$ cat src/rtl/if_fetch_unit.sv
// Instruction-fetch stage: owns the fetch PC, handshakes with the instruction ROM and queues
// fetched words for IF/ID. Define IF_PERF_CNT_EN to add the if_bubble_cnt empty-queue counter.
module if_fetch_unit #(
    parameter logic [31:0] RESET_PC   = 32'h0000_0000,
    parameter int          FIFO_DEPTH = 2
) (
    input  logic        clk,
    input  logic        rst,
    output logic        o_romReq,
    output logic [31:0] o_romAddr,
    input  logic        i_romAck,
    input  logic [31:0] i_romInst,
    output logic        if_valid,
    output logic [31:0] if_pc,
    output logic [31:0] if_inst,
    input  logic        id_stall,
    input  logic        br_taken,
    input  logic [31:0] br_target
`ifdef IF_PERF_CNT_EN
    ,
    output logic [31:0] if_bubble_cnt
`endif
);
    localparam int PTR_W = (FIFO_DEPTH > 1) ? $clog2(FIFO_DEPTH) : 1;
    localparam int CNT_W = PTR_W + 1;
    localparam logic [CNT_W-1:0] DEPTH_C = CNT_W'(FIFO_DEPTH);

    typedef enum logic [1:0] {S_IDLE, S_REQ, S_DROP} state_t;

    state_t             r_state, w_state_nxt;
    logic               r_rom_req, w_req_nxt;
    logic [31:0]        r_rom_addr, w_addr_nxt;
    logic [31:0]        r_fetch_pc, w_pc_nxt;
    logic [31:0]        w_pc_inc, w_br_pc;
    logic [PTR_W-1:0]   r_wr_ptr, r_rd_ptr;
    logic [CNT_W-1:0]   r_count, w_count_nxt;
    logic               w_push, w_pop;
    logic [31:0]        r_q_pc   [FIFO_DEPTH];
    logic [31:0]        r_q_inst [FIFO_DEPTH];
    logic               w_unused;

    assign w_unused = &{1'b0, br_target[1:0]};
    assign w_br_pc  = {br_target[31:2], 2'b00};
    assign w_pc_inc = r_fetch_pc + 32'd4;

    // Only a live request in REQ may deliver data; DROP and IDLE acks are discarded.
    assign w_push = (r_state == S_REQ) && i_romAck && !br_taken;
    assign w_pop  = if_valid && !id_stall && !br_taken;
    assign w_count_nxt = br_taken ? '0 : (r_count + CNT_W'(w_push) - CNT_W'(w_pop));

    assign if_valid  = (r_count != '0);
    assign if_pc     = if_valid ? r_q_pc[r_rd_ptr]   : 32'h0;
    assign if_inst   = if_valid ? r_q_inst[r_rd_ptr] : 32'h0;
    assign o_romReq  = r_rom_req;
    assign o_romAddr = r_rom_addr;

    always_comb begin
        // NOTE: every combinational output gets a default first so no latch is inferred.
        w_state_nxt = r_state;
        w_req_nxt   = r_rom_req;
        w_addr_nxt  = r_rom_addr;
        w_pc_nxt    = r_fetch_pc;
        if (br_taken) begin
            w_pc_nxt = w_br_pc;
            if (r_rom_req && !i_romAck) begin
                w_state_nxt = S_DROP;
            end else begin
                w_state_nxt = S_REQ;
                w_req_nxt   = 1'b1;
                w_addr_nxt  = w_br_pc;
            end
        end else begin
            case (r_state)
                S_IDLE: begin
                    if (r_count < DEPTH_C) begin
                        w_state_nxt = S_REQ;
                        w_req_nxt   = 1'b1;
                        w_addr_nxt  = r_fetch_pc;
                    end
                end
                S_REQ: begin
                    if (i_romAck) begin
                        w_pc_nxt = w_pc_inc;
                        if (w_count_nxt < DEPTH_C) begin
                            w_addr_nxt = w_pc_inc;
                        end else begin
                            w_state_nxt = S_IDLE;
                            w_req_nxt   = 1'b0;
                        end
                    end
                end
                S_DROP: begin
                    if (i_romAck) begin
                        w_state_nxt = S_REQ;
                        w_addr_nxt  = r_fetch_pc;
                    end
                end
                default: begin
                    w_state_nxt = S_IDLE;
                    w_req_nxt   = 1'b0;
                end
            endcase
        end
    end

    // NOTE: sequential state uses non-blocking assignments so all registers update together.
    always_ff @(posedge clk or negedge rst) begin
        if (!rst) begin
            r_state    <= S_IDLE;
            r_rom_req  <= 1'b0;
            r_rom_addr <= 32'h0;
            r_fetch_pc <= RESET_PC;
            r_wr_ptr   <= '0;
            r_rd_ptr   <= '0;
            r_count    <= '0;
        end else begin
            r_state    <= w_state_nxt;
            r_rom_req  <= w_req_nxt;
            r_rom_addr <= w_addr_nxt;
            r_fetch_pc <= w_pc_nxt;
            r_count    <= w_count_nxt;
            if (br_taken) begin
                r_wr_ptr <= '0;
                r_rd_ptr <= '0;
            end else begin
                r_wr_ptr <= r_wr_ptr + PTR_W'(w_push);
                r_rd_ptr <= r_rd_ptr + PTR_W'(w_pop);
            end
        end
    end

    // NOTE: queue storage has no reset; r_count alone decides which entries are meaningful.
    always_ff @(posedge clk) begin
        if (w_push) begin
            r_q_pc[r_wr_ptr]   <= r_rom_addr;
            r_q_inst[r_wr_ptr] <= i_romInst;
        end
    end

`ifdef IF_PERF_CNT_EN
    logic [31:0] r_bubble_cnt;

    always_ff @(posedge clk or negedge rst) begin
        if (!rst) begin
            r_bubble_cnt <= 32'h0;
        end else if (!if_valid && (r_bubble_cnt != 32'hFFFF_FFFF)) begin
            r_bubble_cnt <= r_bubble_cnt + 32'd1;
        end
    end

    assign if_bubble_cnt = r_bubble_cnt;
`endif

endmodule

$ cat config.mk
export PLATFORM = sky130hd
export DESIGN_NAME = if_fetch_unit
export DESIGN_NICKNAME = d
export VERILOG_FILES = /design/src/rtl/if_fetch_unit.sv
export SDC_FILE = /design/constraint.sdc
export NUM_CORES = 1
export LEC_CHECK = 0
export CELL_PAD_IN_SITES_DETAIL_PLACEMENT = 0
export CELL_PAD_IN_SITES_GLOBAL_PLACEMENT = 1
export CORE_MARGIN = 1.5
export CORE_UTILIZATION = 45
export CTS_CLUSTER_DIAMETER = 120
export DETAILED_ROUTE_END_ITERATION = 12
export MAX_ROUTING_LAYER = met4
export PLACE_DENSITY = 0.88
export SYNTH_ARGS = -nofsm -noshare
export SYNTH_HDL_FRONTEND = slang
export SYNTH_SLANG_ARGS = --single-unit
$ cat constraint.sdc
create_clock -name clk -period 5.38 [get_ports clk]
set_input_delay 1.076 -clock clk [delete_from_list [all_inputs] [get_ports clk]]
set_output_delay 1.076 -clock clk [all_outputs]
set_load 0.05 [all_outputs]
# Word-level counts from Yosys, hierarchy flattened
# Memory sizes are Yosys's and may differ from the RTL's.
# Index checks and enable logic that the tools add are counted.
# word_totals
ff_bits	71
mem_bits_rw	128
in_bits	69
output_inout_bits	98
elab_cells	72
memories	2
# op_classes
addsub	5
magnitude_cmp	2
n_eq_ne	9
muxes	30
reduce_logical	17
# memory_table
memory	words	width	rd	rd_ports_with_merged_regs	write_ports	line	rtl
r_q_inst	2	32	1	0	1	39	logic [31:0] r_q_inst [FIFO_DEPTH];
r_q_pc	2	32	1	0	1	38	logic [31:0] r_q_pc [FIFO_DEPTH];
# op_table
operator	count
2-to-1 mux 32 bit	11
one-hot mux 32 bit (3 select lines)	1
adder 32 x 3 -> 32 bit (second input constant)	1
2-to-1 mux 2 bit	7
inequality test 3 bit (second input constant)	4
2-to-1 mux 1 bit	9
one-hot mux 2 bit (3 select lines)	1
AND reduction 6 bit	1
nonzero test 2 bit	3
logical AND 1 bit	5
AND reduction 5 bit	1
< comparator 2 bit (second input constant)	2
inequality test 2 bit (second input constant)	2
AND reduction 4 bit	1
nonzero test 4 bit	1
zero test 1 bit	3
inequality test 3 x 2 -> 1 bit (second input constant)	1
one-hot mux 1 bit (3 select lines)	1
adder 1 bit	2
adder 2 x 1 -> 2 bit	1
== test 2 x 1 -> 1 bit (second input constant)	1
== test 2 bit (second input constant)	1
zero test 2 bit	1
AND reduction 2 bit	1
subtractor 2 x 1 -> 2 bit	1

# Logic depth before layout (Yosys ltp)
# Gate-level depths: netlist of the first run.
# depth
word_depth	11
mapped_depth	15
depth_no_buf	12

# Worst setup path before layout of the first run
# No wires, ideal clock.
# synth_path
kind	input to register
from	input port br_taken
to	memory r_q_inst[1][0] (enable)
setup_ns	0.428
arrival_time_ns	3.257
t_required_ns	4.952
setup_slack_ns	1.695
cell_stages	6
n_path_buf	2
path_cell_list	buf_2 > nor2b_1 > buf_2 > nand2_1 > inv_1 > ha_1
# synth_via
elab_chain_cells	4
# synth_rtl
element	line	rtl
start: declaration	17	input logic br_taken,
zero test 1 bit	47	assign w_push = (r_state == S_REQ) && i_romAck && !br_taken;
logical AND 1 bit	47	
2-to-1 mux 1 bit	134	if (w_push) begin
2-to-1 mux 1 bit (not written as such)	136	r_q_inst[r_wr_ptr] <= i_romInst;
end: declaration	39	
# Every way passes these cells.

# Worst setup path after layout of the first run
# layout_path
from	register r_rd_ptr
to	output port if_inst[26]
# layout_via
elab_chain_cells	2
# layout_rtl
element	line	rtl
start: declaration	35	logic [PTR_W-1:0] r_wr_ptr, r_rd_ptr;
start signal: assignment	127	r_rd_ptr <= r_rd_ptr + PTR_W'(w_pop);
memory read (2 x 32 bit)	-	
2-to-1 mux 32 bit	53	assign if_inst = if_valid ? r_q_inst[r_rd_ptr] : 32'h0;
end: declaration	15	output logic [31:0] if_inst,
# Every way passes these cells.

==> results of run 1 <==
[per-layer routing]
metal | global-route usage (%) | vias up | wire, um
met1 | 26.0 | 3028 | 8980
met4 | 6.65 | 0 | 280
met3 | 3.49 | 14 | 1140
met5 | - | - | 0
met2 | 32.5 | 175 | 9720
li1 | - | 2995 | -
[final cells by class]
cell class	instances	area, um^2
Inverter	12	45.0
Multi-Input combinational cell	488	3320
Sequential cell	194	5490
Timing Repair Buffer	172	1690
Tap cell	265	332
Clock buffer	19	433
Fill cell	1650	8130
Clock inverter	13	151
[cells in the final DEF, fill, tap and decap left out, drive strengths merged, types with 5 or more instances in the layout]
cell type	count
o31ai	6
nand2b	5
a21boi	6
inv	15
mux2i	74
xor2	13
mux2	8
nor4	16
dfrtp	68
a21oi	19
nand2	47
nor3	16
nand4	21
o31a	5
and4	7
and2	6
buf	10
nor2	101
edfxtp	126
clkbuf	19
a41oi	6
ha	8
xnor2	37
clkinv	6
clkdlybuf4s50	162
o21ai	36
nand3	17
[power breakdown]
| group | leakage, nW | internal [mW] | switching [mW] |
|---|---|---|---|
| sequential | 1.94 | 1.91 | 0.282 |
| clock | 0.282 | 0.696 | 0.565 |
| combinational | 1.69 | 0.838 | 1.62 |
[through the flow]
stage	cells	hold WS (ps)
after detailed placement	1131	488
after CTS	1163	509
after global routing	1163	519
final	1163	508
after global placement	1131	482
after floorplan	747	504
[how the worst max path moves through the flow]
stage,cells after the start,end,start,slack [ps]
floorplan,6,r_q_inst[1][0],br_taken,1690
global placement,10,o_romAddr[15],i_romAck,1280
detailed placement,10,o_romAddr[13],i_romAck,1200
CTS,3,if_inst[26],r_rd_ptr,1410
global route,3,if_pc[22],r_rd_ptr,1290
finish,3,if_inst[26],r_rd_ptr,1450
[kinds of logic after synthesis]
family,synth area share (%)
muxes,9.18
and+or+nand+nor,14.2
DFF,60.6
buffers and inverters,3.17
xor gates and xnor gates,4.84
adders and majority gates,1.11
AOI/OAI and AO/OA,6.90
[sequential cells by signal, indices dropped and copies added, names as in the netlist, 2 cells and up]
signal / count
r_q_inst: 64
r_q_pc: 62
o_romAddr: 31
r_fetch_pc: 30
r_count: 2
r_state: 2
[critical path: stages, from the launching register on]
cell and delay [ps]:
dfrtp_4 1220, mux2i_1 200, nor2_1 150, clkdlybuf4s50_1 820
==> summary.md, run 1 <==
| Metric | Value |
|---|---|
| Synth cell types | 59 |
| Fmax | 254 MHz |
| Synth Flop Type | edfxtp_1 |
| Synthesized area per cell | 12.1 um^2 |
| Outcome | complete, no violations |
| CP Class | reg2out |
| Routed vias | 6,212 |
| Final min period | between 3000 and 4000 ps |
| # diodes | 0 |
| Final Util | 58.5% |
| Initial antenna violation count | 0 |
| Leakage | 3.91 nW |
| Cell Area, Synth | 0.00905 mm^2 |
| GRT Residual Overflow | 0 |
| Crit-path max FO | 65 |
| Worst R2R Start | r_state[1] |
| Pwr Density | a little over 500 mW/mm^2 |
| Die Span X | 145 um |
| Port-buffer cells | approximately 160 |
| Hold Crit Depth | 0 |
| Max Slew Vio Count | 0 |
| Async SR Flop Fraction | about a third |
| # hold bufs at CTS | 0 |
| Design Power | 5.92 mW |
| R2r endpoint | o_romAddr[15] |
| VDD IR-drop max | 342 uV |
| WL/cell | 17.3 um |
| Reg clk slew, reported paths | 70 ps |
| Worst min-delay path category | reg2reg |
| Share of post-route cells with drive strength above 1 | 7.68% |
| Seq/Total Area, Yosys | 60.6% |
| Relative slew slack | about a fifth |
| Total GRT Usage | 20.2% |
| Final Skew | ~11 ps |
| Syn Nets | 824 |
| Mapped Cells | 747 |
| RSZ-0062 raised after global routing | no |
| Final setup viols | 0 |
| Clock tree from TritonCTS | done |
| H-tree depth | 4 |
| Top cells by area, synth | edfxtp_1 (42%), dfrtp_1 (19%), mux2i_1 (8.2%) |
| Number of global-route vias before repair | 5,960 |
| Required arrival time at the worst endpoint | 4300 ps |
| Final worst setup slack | 1450 ps |
| Drt drc | 0 |
| CP Capture Type | primary output |
| Most frequent cell after synthesis | edfxtp_1 |
| Reg2reg path depth | 13 |
| Yosys warns | 0 |
| Number of setup buffers added after CTS | 0 |
| Post-synth top cells | edfxtp_1 (126), nor2_1 (101), mux2i_1 (74) |
| Slew of the pin with the lowest slew margin | 1190 ps |
| Worst setup slack after placement | 1200 ps |
| Period utilization | 73.1% |
| First-pass GRT wire length | ~31 mm |
| Core ar. | 0.0196 mm^2 |
| Final Instance Area | between 0.01 and 0.015 mm^2 |
| Synth top area share | 41.8% |
| Starting Density | approximately 46% |
| Worst hold endpoint | r_q_pc[0][18] |
| PostCTS Resize Cnt | 0 |
| EDFF count, synth | around 130 |
| Drt first pass iters | 4 |
| Die area | between 0.02 and 0.025 mm^2 |
| Area after DPL | approximately 0.011 mm^2 |
| Yosys top cell by area | edfxtp_1 |
| Total length of routed wires | 20.1 mm |
| Layout area overhead | 26.6% |
| Drt first-iter violations | about 380 |
| TNS Setup | 0 ps |
| # IOs | 167 |
| Hold Vio Cnt, Final | 0 |
| Post-synthesis register bit count | 194 |
| Global placement routability congestion | 0.879 |
| Crit path launch type | register |
| Clk sinks | 194 |
| Min-delay src | o_romAddr[18] |
| Detail Route Antenna Nets | 0 |
| # rows | between 50 and 60 |
| Max-Cap Viols | 0 |
| Largest net degree at the start of global routing | 67 |
| Die H | ~140 um |
| Nets@finish | 962 |
| R2r setup slk | 1910 ps |
| Avg Vias per Cell | ~5.3 |
| CTS Buffer Depth | 2 |
| Critical Path AT | 2860 ps |
| Dpl hpwl | about 13 mm |
| Clock Tree Root | clkbuf_16 |
| Worst skew pair latency | 430 ps |
| CTS buffer count | 17 |
Note: power is estimated with default switching activity, not from simulation.
==> run 2, diff against run 1 <==
- CORE_UTILIZATION: 45 -> 42
- PLACE_DENSITY: 0.88 -> 0.83
- clock period: 5.38 -> 3.8 ns (I/O delays scaled with it)
==> run 2 against run 1 <==
Compared with the run above: non-clock buffer count up 12; hold slack worse by 100 ps; clock skew down 2.7 ps; first-iteration DRC count up 6.9%; register-to-register slack worse by 1000 ps; global-route usage down 0.78 points; worst setup slack worse by 1100 ps; critical path depth up 1; sequential share of layout area down 0.67 points; highest routed layer unchanged.
==> summary.md, run 2 (synthesized netlist as in run 1, its figures left out) <==
| Metric | Value |
|---|---|
| Outcome | complete, no violations |
| Pwr Density | 730 mW/mm^2 (+41%) |
| # rows | 53 (+3.9%) |
| Total length of routed wires | 20.6 mm (+2.5%) |
| Max reg flops | 64 (unchanged) |
| Relative slew slack | 46.9% (+27 points) |
| Clock Tree Root | clkbuf_16 |
| Routed vias | 6,344 (+2.1%) |
| Drt first-iter violations | 405 (+6.9%) |
| CP Class | reg2out |
| Final Util | 55.1% (-3.4 points) |
| Drt drc | 0 (unchanged) |
| VDD IR-drop max | 471 uV (+38%) |
| Period utilization | 91.3% |
| CP Capture Type | primary output |
| CP top delay family | buffers and inverters |
| Leakage | 3.98 nW (+1.7%) |
| Hold Vio Cnt, Final | 0 (unchanged) |
| Fill cells | 1,819 (+10%) |
| Biggest register | r_q_inst |
| Critical Path AT | 2710 ps (-150 ps) |
| Power Internal | 4.99 mW (+45%) |
| H-tree depth | 4 (unchanged) |
| Reg2reg path depth | 14 (+1) |
| Final Instance Area | 0.0116 mm^2 (+1.4%) |
| Die area | 0.0224 mm^2 (+7.0%) |
| Nets@finish | 974 (+1.2%) |
| Commonest non-fill, non-tap cell in the layout | clkdlybuf4s50_1 |
| Detail Route Antenna Nets | 0 (unchanged) |
| # diodes | 0 (unchanged) |
| CTS Buffer Depth | 2 (unchanged) |
| Layout area overhead | 28.4% |
| Max Slew Vio Count | 0 (unchanged) |
| Total GRT Usage | 19.4% (-0.78 points) |
| Critical path, cell by cell | buf_4, mux2i_1, nor2_1, clkdlybuf4s50_1 |
| Avg Vias per Cell | 5.35 (+0.23%) |
| Crit path buf inv count | 2 (+1) |
| Design Power | 8.49 mW (+43%) |
| Reg clk slew, reported paths | 70 ps (about the same) |
| Met3 Use GR | 3.99% (+0.51 points) |
| GRT Residual Overflow | 0 (unchanged) |
| # IOs | 167 (unchanged) |
| Worst min-delay path category | in2async |
| Largest net degree at the start of global routing | 53 (-21%) |
| Number of setup buffers added after CTS | 0 (unchanged) |
| Most frequent cells in the layout | clkdlybuf4s50_1 (162), edfxtp_1 (126), nor2_1 (100) |
| Slew of the pin with the lowest slew margin | 796 ps (-399 ps) |
| Met1 global-route usage | 24.7% (-1.3 points) |
| Die Span X | 150 um (+3.4%) |
| Port-buffer cells | 164 (unchanged) |
| Core ar. | 0.0211 mm^2 (+7.6%) |
| Final min period | 3470 ps |
| Die H | 150 um (+3.4%) |
| Starting Density | 42.9% (-3.3 points) |
| Switch share | 41.2% (-0.55 points) |
| Delay of the slowest cell on the worst path | 890 ps (-330 ps) |
| Dpl hpwl | 14.0 mm (+9.1%) |
| First-pass GRT wire length | 32.5 mm (+3.5%) |
| Fmax | between 200 and 300 MHz |
| Crit-path max FO | 38 (-42%) |
| PostCTS Resize Cnt | 0 (unchanged) |
| GRT Max-Usage Layer | met2 |
| Initial antenna violation count | 0 (unchanged) |
| Crit path launch type | register |
| R2r setup slk | 870 ps (-1040 ps) |
| Clock network fraction of total power | 21.5% (+0.2 points) |
| Number of global-route vias before repair | 6,040 (+1.3%) |
| Drt first pass iters | 6 (+2) |
| Comb pwr share | 42.2% (+0.6 points) |
| Area after DPL | 0.0110 mm^2 (+1.4%) |
| Final Skew | 8.56 ps (-2.71 ps) |
| Sequential Power Share | 36.3% (-0.8 points) |
| Clk sinks | 194 (unchanged) |
| Final setup viols | 0 (unchanged) |
| Switching Power | 3.50 mW (+41%) |
| WL/cell | 17.4 um (+0.58%) |
| # hold bufs at CTS | 0 (unchanged) |
| Required arrival time at the worst endpoint | 3040 ps (-1260 ps) |
| TNS Setup | 0 ps (unchanged) |
| Share of post-route cells with drive strength above 1 | 8.68% (+1.0 points) |
| Worst skew pair latency | 430 ps (about the same) |
| CP max-delay cell | dfrtp_4 |
| R2r endpoint | o_romAddr[27] |
| Global placement routability congestion | 0.862 (-2.0%) |
| Clock tree from TritonCTS | done |
| Grt met2 use | 31.4% (-1.1 points) |
| RSZ-0062 raised after global routing | no |
| CTS buffer count | 17 (unchanged) |
| Worst R2R Start | r_state[1] |
| Max-Cap Viols | 0 (unchanged) |
## run 2: changes by cell type in the layout (fill, tap and decap cells not counted), sizes merged
cell      delta
clkinvlp     +2
clkinv       -2
inv          -2
clkbuf       +1
buf         +12
bufinv       +1
## run 2: cell type report
cell class	count	area, um^2	share of cell area [%]
Sequential cell	194	5490	47.2
Inverter	12	45.0	0.388
Multi-Input combinational cell	488	3320	28.5
Timing Repair Buffer	184	1830	15.8
Clock buffer	20	437	3.76
Tap cell	275	344	2.96
Clock inverter	12	158	1.36
## run 2: metrics by stage
stage | instances | setup slack [ps] | hold WS (ps)
6_report | 1185 | 329 | 407
5_1_grt | 1185 | 199 | 461
4_1_cts | 1185 | 293 | 427
3_5_place_dp | 1153 | 334 | 489
3_3_place_gp | 1153 | 408 | 479
2_1_floorplan | 747 | 431 | 464
## run 2: power by group through the flow
stage                     Combinational, mW  Clock (mW)  Sequential [mW]
after floorplan                        1.91           0             3.54
after global placement                 3.58           0             3.12
after detailed placement               3.61           0             3.13
after CTS                              3.62        1.86             3.09
after global routing                   3.82        1.95             3.13
final                                  3.58        1.82             3.08
## run 2: routing by layer
| layer | up-vias | part of all wire (%) |
|---|---|---|
| li1 | 3013 | - |
| met1 | 3110 | 44 |
| met2 | 201 | 49 |
| met3 | 20 | 5.9 |
| met4 | 0 | 1.1 |
| met5 | - | 0 |
## run 2: how the worst max path moves through the flow
| stage | startpoint | to | slack (ps) | cells past startpoint |
|---|---|---|---|---|
| 2_1_floorplan | br_taken | r_q_inst[1][0] | 430 | 6 |
| 3_3_place_gp | i_romAck | o_romAddr[27] | 410 | 12 |
| 3_5_place_dp | i_romAck | o_romAddr[27] | 330 | 12 |
| 4_1_cts | r_rd_ptr | if_inst[16] | 290 | 4 |
| 5_1_grt | r_rd_ptr | if_inst[16] | 200 | 4 |
| 6_report | r_rd_ptr | if_inst[16] | 330 | 4 |
## run 2: worst reg2reg max path, stage by stage, from the launching register on
cell and delay (ps):
dfrtp_1 390, inv_1 100, ha_1 170, nor2b_1 170, nand2_1 90, ha_1 280
inv_1 40, ha_1 180, xnor2_1 210, xnor2_1 190, a211oi_4 300, buf_4 290
buf_4 210, nor2_1 50, a41oi_1 170
==> run 3, diff against run 2 <==
- CORE_MARGIN: 1.5 -> not set
==> run 3 against run 2 <==
Compared with the run above: wire length hardly changed; first-iteration DRC count is 5.9% lower; worst setup slack better by 48 ps; design area is 0.25% lower; fmax is 1.4% higher; clock skew is 1.6 ps higher; sequential power hardly changed; clock-buffer cell count is 2 lower; die area is 1.3% lower; power is 0.19% lower; sequential cell count stayed put; cell count is 0.34% lower; critical endpoint is now if_inst[25]; highest routed layer unchanged.
==> summary.md, run 3 (synthesized netlist as in run 1, its figures left out) <==
| Metric | Value |
|---|---|
| Dpl hpwl | 13.5 mm (-3.6%) |
| Fin Hold WS | 240 ps (-167 ps) |
| Sequential Power Share | 36.3% (about the same) |
| Leakage | 3.97 nW (-0.28%) |
| First-pass GRT wire length | 32.8 mm (+0.91%) |
| Multi-input gate area | 0.00332 mm^2 (unchanged) |
| Biggest register | r_q_inst |
| Relative slew slack | 55.4% (+8.5 points) |
| Worst R2R Start | r_state[1] |
| Number of global-route vias before repair | 6,114 (+1.2%) |
| Pwr Density | 731 mW/mm^2 (about the same) |
| Nets@finish | 970 (-0.41%) |
| CTS Buffer Depth | 2 (unchanged) |
| Drt drc | 0 (unchanged) |
| CP Class | reg2out |
| Crit-path max FO | 36 (-5.3%) |
| Worst min-delay path category | in2async |
| Layout area overhead | 28.1% |
| Number of setup buffers added after CTS | 0 (unchanged) |
| Clock tree from TritonCTS | done |
| Starting Density | 42.9% (unchanged) |
| RSZ-0062 raised after global routing | no |
| Fill cells | 1,885 (+3.6%) |
| Final min period | 3420 ps (-47.7 ps) |
| Initial antenna violation count | 0 (unchanged) |
| Total length of routed wires | 20.6 mm (about the same) |
| Total GRT Usage | 19.9% (+0.54 points) |
| Design Power | 8.47 mW (-0.19%) |
| R2r endpoint | o_romAddr[14] |
| CP endpoint | if_inst[25] |
| CP top delay family | buffers and inverters |
| Avg Vias per Cell | 5.30 (-1.0%) |
| Slew of the pin with the lowest slew margin | 669 ps (-128 ps) |
| Max Slew Vio Count | 0 (unchanged) |
| Post-Layout Cell Count | 1,181 (-0.34%) |
| Die area | 0.0221 mm^2 (-1.3%) |
| Switch share | 41.7% (+0.53 points) |
| Clock Tree Root | clkbuf_16 |
| Routed vias | 6,258 (-1.4%) |
| Outcome | complete, no violations |
| Fmax | 292 MHz (+1.4%) |
| Final Skew | 10.1 ps (+1.58 ps) |
| Placed insts | 1,149 (-0.35%) |
| CP max-delay cell | dfrtp_4 |
| Reg2reg path depth | 12 (-2) |
| Max reg flops | 64 (unchanged) |
| PostCTS Resize Cnt | 0 (unchanged) |
| Share of post-route cells with drive strength above 1 | 8.50% (-0.18 points) |
| Register area | 0.00549 mm^2 (unchanged) |
| Worst skew pair latency | 440 ps (about the same) |
| Die Span X | 149 um (-0.67%) |
| # rows | 53 (unchanged) |
| Largest net degree at the start of global routing | 67 (+26%) |
| GRT Residual Overflow | 0 (unchanged) |
| Stages on worst setup path | 4 (unchanged) |
| # hold bufs at CTS | 0 (unchanged) |
| Core ar. | 0.0211 mm^2 (unchanged) |
| # IOs | 167 (unchanged) |
| Critical Path AT | 2660 ps (-50 ps) |
| Switching Power | 3.53 mW (+1.1%) |
| Reg clk slew, reported paths | 70 ps (about the same) |
| VDD IR-drop max | 459 uV (-2.5%) |
| Hold Vio Cnt, Final | 0 (unchanged) |
| Drt first pass iters | 5 (-1) |
| Crit path buf inv count | 2 (unchanged) |
| Crit path launch | r_rd_ptr |
| Drt first-iter violations | 381 (-5.9%) |
| Final Util | 55.0% (-0.14 points) |
| Comb pwr share | 42.5% (+0.3 points) |
| Global placement routability congestion | 0.869 (+0.88%) |
| Critical path, cell by cell | buf_12, mux2i_1, nor2_1, clkdlybuf4s50_1 |
| CP Capture Type | primary output |
| Most frequent cells in the layout | clkdlybuf4s50_1 (162), edfxtp_1 (126), nor2_1 (100) |
| Port-buffer cells | 164 (unchanged) |
| # diodes | 0 (unchanged) |
| Die H | 149 um (-0.67%) |
| Final setup viols | 0 (unchanged) |
| Clock network fraction of total power | 21.2% (-0.3 points) |
| Max-Cap Viols | 0 (unchanged) |
| Clk sinks | 194 (unchanged) |
| TNS Setup | 0 ps (unchanged) |
| Delay of the slowest cell on the worst path | 860 ps (-30 ps) |
| Detail Route Antenna Nets | 0 (unchanged) |
| Required arrival time at the worst endpoint | 3040 ps (about the same) |
| Power Internal | 4.94 mW (-1.1%) |
| H-tree depth | 4 (unchanged) |
| Period utilization | 90.1% (-1.3 points) |
| WL/cell | 17.5 um (+0.39%) |
| Crit path launch type | register |
| CTS buffer count | 17 (unchanged) |
| Commonest non-fill, non-tap cell in the layout | clkdlybuf4s50_1 |
| R2r setup slk | 980 ps (+110 ps) |
==> run 3: changes by cell type in the layout (fill, tap and decap cells not counted) <==
cell | previous run | this run
inv_6 | 2 | 3
clkinv_2 | 1 | 2
buf_4 | 16 | 11
buf_12 | 4 | 5
clkbuf_1 | 3 | 1
inv_8 | 1 | 2
bufinv_16 | 3 | 2
clkinv_4 | 0 | 1
clkinvlp_4 | 4 | 3
==> run 3: metrics by stage <==
step	setup WS, ps	cell area [um^2]
CTS	307	11600
floorplan	431	9050
global route	199	11600
finish	377	11600
detailed placement	402	11000
global placement	418	11000
==> run 3: cell type report <==
type                       instances  share of cell area, %
clock buffer                      18                   3.70
clock inverter                    14                   1.33
inverter                          12                  0.389
multi-input combinational        488                   28.6
sequential                       194                   47.4
tap                              275                   2.97
timing repair buffer             180                   15.7
==> run 3: worst min-delay path by stage <==
| stage | startpoint | to | slack, ps |
|---|---|---|---|
| after floorplan | rst | o_romAddr[10] | 460 |
| after global placement | o_romAddr[23] | r_q_pc[0][23] | 480 |
| after detailed placement | o_romAddr[23] | r_q_pc[0][23] | 490 |
| after CTS | rst | o_romAddr[19] | 240 |
| after global routing | rst | o_romAddr[19] | 250 |
| final | rst | o_romAddr[19] | 240 |
==> run 3: power groups by stage <==
stage | Combinational, mW | Sequential, mW | Clock [mW]
2_1_floorplan | 1.91 | 3.54 | 0
3_3_place_gp | 3.60 | 3.11 | 0
3_5_place_dp | 3.63 | 3.13 | 0
4_1_cts | 3.64 | 3.08 | 1.84
5_1_grt | 3.82 | 3.13 | 1.93
6_report | 3.60 | 3.07 | 1.80
==> run 3: routing by layer <==
| metal | share of wire [%] | wire, um | GRT usage (%) | vias to the layer above |
|---|---|---|---|---|
| li1 | - | - | - | 3003 |
| met1 | 46 | 9410 | 25.4 | 3091 |
| met2 | 48 | 10000 | 31.9 | 143 |
| met3 | 4.6 | 954 | 4.25 | 21 |
| met4 | 1.3 | 267 | 5.97 | 0 |
| met5 | 0 | 0 | - | - |
